--- src/rtl/mmio_button_in.sv ---
// mmio_button_in: synchronised, debounced push-button inputs exposed as a memory-mapped register window
// Holds sticky press flags, a 16-bit press counter and a level interrupt; reads return one cycle after the address.
module mmio_button_in #(
  parameter int          NBTN         = 2,
  parameter int          DEBOUNCE     = 4,
  parameter logic [31:0] BASE_ADDRESS = 32'h0000_0010
) (
  input  logic            clk,
  input  logic            sys_rst_n,
  input  logic [NBTN-1:0] btn_n,
  input  logic [31:0]     bus_address,
  input  logic            bus_write,
  input  logic [31:0]     bus_write_data,
  output logic [31:0]     read_data,
  output logic            hit,
  output logic            irq
);
  localparam int CW = $clog2(DEBOUNCE + 1);
  logic [NBTN-1:0] sync1_q, sync2_q, pressed, level_q, level_d, rise;
  logic [NBTN-1:0] events_q, events_d, irq_en_q, irq_en_d, clr;
  logic [CW-1:0]   cnt_q [NBTN];
  logic [CW-1:0]   cnt_d [NBTN];
  logic [15:0]     count_q, count_d, pc;
  logic [31:0]     read_data_q, read_data_d;
  logic            hit_q, irq_q, irq_d, sel, wr;
  logic [1:0]      off;
  assign pressed = ~sync2_q;
  // a level flips only after DEBOUNCE consecutive disagreeing samples
  always_comb begin
    level_d = level_q;
    cnt_d   = cnt_q;
    for (int i = 0; i < NBTN; i++) begin
      if (pressed[i] == level_q[i]) cnt_d[i] = '0;
      else if (cnt_q[i] == CW'(DEBOUNCE - 1)) begin
        level_d[i] = pressed[i];
        cnt_d[i]   = '0;
      end else cnt_d[i] = cnt_q[i] + CW'(1);
    end
  end
  assign rise = level_d & ~level_q;
  always_comb begin
    pc = '0;
    for (int i = 0; i < NBTN; i++) pc = pc + 16'(rise[i]);
  end
  assign sel = bus_address[31:4] == BASE_ADDRESS[31:4];
  assign off = bus_address[3:2];
  assign wr  = sel && bus_write;
  assign clr = (wr && off == 2'd1) ? bus_write_data[NBTN-1:0] : '0;
  // a rise in the same cycle as a W1C keeps the flag set
  assign events_d = (events_q & ~clr) | rise;
  assign irq_en_d = (wr && off == 2'd3) ? bus_write_data[NBTN-1:0] : irq_en_q;
  assign count_d  = count_q + pc;
  assign irq_d    = |(events_d & irq_en_d);
  assign read_data_d = !sel        ? '0 :
                       off == 2'd0 ? 32'(level_q) :
                       off == 2'd1 ? 32'(events_q) :
                       off == 2'd2 ? {16'h0, count_q} : 32'(irq_en_q);
  always_ff @(posedge clk or negedge sys_rst_n) begin
    if (!sys_rst_n) begin
      sync1_q     <= '1;
      sync2_q     <= '1;
      level_q     <= '0;
      for (int i = 0; i < NBTN; i++) cnt_q[i] <= '0;
      events_q    <= '0;
      irq_en_q    <= '0;
      count_q     <= '0;
      read_data_q <= '0;
      hit_q       <= 1'b0;
      irq_q       <= 1'b0;
    end else begin
      sync1_q     <= btn_n;
      sync2_q     <= sync1_q;
      level_q     <= level_d;
      cnt_q       <= cnt_d;
      events_q    <= events_d;
      irq_en_q    <= irq_en_d;
      count_q     <= count_d;
      read_data_q <= read_data_d;
      hit_q       <= sel;
      irq_q       <= irq_d;
    end
  end
  assign read_data = read_data_q;
  assign hit       = hit_q;
  assign irq       = irq_q;
endmodule

--- config.mk ---
export PLATFORM = sky130hd
export DESIGN_NAME = mmio_button_in
export DESIGN_NICKNAME = d
export VERILOG_FILES = /design/src/rtl/mmio_button_in.sv
export SDC_FILE = /design/constraint.sdc
export NUM_CORES = 1
export LEC_CHECK = 0
export CAP_MARGIN = 20
export CORE_MARGIN = 8
export CORE_UTILIZATION = 40
export CTS_CLUSTER_SIZE = 25
export DETAILED_ROUTE_END_ITERATION = 12
export GPL_ROUTABILITY_DRIVEN = 1
export PLACE_DENSITY_LB_ADDON = 0.1
export SYNTH_ARGS = -nofsm -noshare
export SYNTH_HDL_FRONTEND = slang
export SYNTH_SLANG_ARGS = --single-unit
--- constraint.sdc ---
create_clock -name clk -period 2.8 [get_ports clk]
set_input_delay 0.7 -clock clk [delete_from_list [all_inputs] [get_ports clk]]
set_output_delay 0.7 -clock clk [all_outputs]
set_load 0.01 [all_outputs]
==> impl_metrics.env <==
export IMPL_cpPeakStageDelay_ps=430
export IMPL_clk_latency_ps=290
export IMPL_min_period_ps=2470
export IMPL_synth_ff_type="dfrtp_1"
export IMPL_post_cts_setup_buffer_count=0
export IMPL_busiest_layer="met2"
export IMPL_period_share_pct=88.2
export IMPL_layout_drive_gt1_share_pct=11.8
export IMPL_yosys_warnings=0
export IMPL_gp_congestion=0.867
export IMPL_synth_area_leaders="dfrtp_1, buf_4, dfstp_2"
export IMPL_arrival_ps=2650
export IMPL_syn_inst=165
export IMPL_ys_async_sr_fraction_pct=100
export IMPL_finalNonFillerCells=299
export IMPL_start_util_pct=41.6
export IMPL_clockBufferDepth=2
export IMPL_ys_ff_latch=50
export IMPL_yosysTopAreaCell="dfrtp_1"
export IMPL_cts_root_buffer="clkbuf_8"
export IMPL_maxCapViolCount=0
export IMPL_num_vias=1391
export IMPL_grt_use_total_pct=12.4
export IMPL_drc=0
export IMPL_grt_max_degree=22
export IMPL_fin_skew_ps=5.65
export IMPL_synth_edf_count=0
export IMPL_status="finished, final reports clean"
export IMPL_synth_seq_area_share_pct=59.1
export IMPL_fin_ws_ps=329
export IMPL_final_util_pct=54.9
export IMPL_use_met1_pct=13.7
export IMPL_rows=26
export IMPL_finalPower_w=0.00145
export IMPL_max_vdd_ir_drop_uv=355
export IMPL_antenna_found_initial=0
export IMPL_drtIter0Drc=35
export IMPL_grtUsageMet3_pct=4.32
export IMPL_powerDensity_nw_per_um2=518
export IMPL_met2_usage_pct=21.7
export IMPL_core_um2=5110
export IMPL_first_global_vias=1511
export IMPL_drtPass1Iterations=4
export IMPL_holdBufCountCts=0
export IMPL_cpMaxStageDelayCell="clkdlybuf4s50_1"
export IMPL_synth_common_cells="dfrtp_1, and2_1, buf_4, xnor2_1, nand3_1"
export IMPL_crit_path_max_fanout=3
export IMPL_numCtsBuffers=5
export IMPL_htreeDepth=2
export IMPL_cp_required_ps=2980
export IMPL_design_area_um2=2800
export IMPL_rsz0062_at_grt="false"
export IMPL_port_buffer_count=54
export IMPL_p_leak_nw=1.25
export IMPL_ant_nets=0
export IMPL_dieWidth_um=88.9
export IMPL_hold_class="in -> async"
export IMPL_slew_violations=0
export IMPL_syn2layout_area_growth_pct=31.8
export IMPL_wl_per_cell_um=15.3
export IMPL_cts_sinks=50
export IMPL_fmax_mhz=405
export IMPL_avgSynthCellArea_um2=12.9
export IMPL_ctsResizeCount=0
export IMPL_final_nets=301
export IMPL_place_area_um2=2710
export IMPL_synth_top_area_share_pct=54.1
export IMPL_wirelength_um=4570
export IMPL_cp_num_buf_inv=1
export IMPL_crit_chain="clkdlybuf4s50_1, nor4_1, nand3_1, nor4_4, mux2_2, a22o_1"
export IMPL_cts_tree="built"
export IMPL_dp_hpwl_um=3710
export IMPL_viasPerCell=4.65
export IMPL_pre_cts_slack_ps=-27.9
export IMPL_synth_area_um2=2130
export IMPL_setup_viol_count_final=0
export IMPL_die_area_um2=7910
export IMPL_crit_family="simple AND/OR/NAND/NOR gates"
export IMPL_yosys_cell_types_count=31
export IMPL_n_antenna_cell=0
export IMPL_numPlacedInstances=291
export IMPL_startpoint_type="primary input"
export IMPL_ioPinCount=103
export IMPL_grt_pass1_wl_um=7440
export IMPL_grt_ovfl_total=0
export IMPL_clk_pin_slew_ps=80
export IMPL_hold_violations=0
export IMPL_yosysMostFrequentCell="dfrtp_1"
export IMPL_cp_end_kind="flop"
export IMPL_crit_type="in -> reg"
export IMPL_chipHeight_um=88.9
logic make-up after synthesis:
group                    share of synthesized area, %
multiplexers                                     3.18
AO/OA/AOI/OAI                                    1.35
AND/OR/NAND/NOR                                  20.5
other                                           0.176
XOR/XNOR                                         6.59
buffers and inverters                            6.41
adder cells (fa/ha/maj)                          2.71
flip-flops                                       59.1
worst register-to-register path, delay by kind of cell (launching register included):
| kind | cells | cell delay (ps) |
|---|---|---|
| and+or+nand+nor | 5 | 960 |
| adders and majority gates | 3 | 810 |
| xor gates and xnor gates | 1 | 140 |
| DFF | 1 | 360 |
flip-flops by register name, summed over array words and instances, names as in the netlist:
name       count
count_q       16
read_data     16
cnt_q          6
events_q       2
irq_en_q       2
level_q        2
sync1_q        2
sync2_q        2
hit            1
irq            1
metrics by stage:
step / TNS (ps) / hold WS (ps)
5_1_grt: 0 / 363
2_1_floorplan: 0 / 345
3_3_place_gp: 0 / 348
3_5_place_dp: -27.9 / 349
6_report: 0 / 342
4_1_cts: 0 / 353
metal layers:
layer	share of wire [%]	up-vias	routed length, um
met3	8.0	5	364
met4	0.79	0	36
met5	0	-	0
met2	49	56	2230
li1	-	654	-
met1	42	676	1930
area by class of cell:
type | count | area, um^2
Fill cell | 458 | 2300
Timing Repair Buffer | 58 | 566
Sequential cell | 50 | 1260
Tap cell | 70 | 87.6
Clock inverter | 1 | 5.00
Inverter | 3 | 11.3
Clock buffer | 7 | 86.3
Multi-Input combinational cell | 110 | 791
report_power, final:
part / total (W) / internal [W] / switching [W]
combinational: 0.000204 / 0.000108 / 0.0000961
clock: 0.000409 / 0.000199 / 0.000210
sequential: 0.000838 / 0.000784 / 0.0000538
final timing paths:
check	startpoint	to	slack [ps]	cells after the start
setup / recovery	bus_address[18]	irq$_DFF_PN0_	330	6
hold / removal	sys_rst_n	irq$_DFF_PN0_	340	1
setup reg to reg	cnt_q[3]$_DFF_PN0_	count_q[10]$_DFF_PN0_	430	9
hold reg to reg	sync1_q[0]$_DFF_PN1_	sync2_q[0]$_DFF_PN1_	360	0
max in group asynchronous	sys_rst_n	sync2_q[1]$_DFF_PN1_	1840	2
min in group clk	sync1_q[0]$_DFF_PN1_	sync2_q[0]$_DFF_PN1_	360	0
cell usage in the layout (no fill, tap or decap), drive strengths merged, types with 5 or more instances in the layout:
cell type      count
nand2              7
dfrtp             46
and2              16
xnor2             12
nand3              9
clkbuf             7
nor2               6
conb              16
nor4               8
buf                5
clkdlybuf4s50     53
Note: power is estimated with default switching activity, not from simulation.
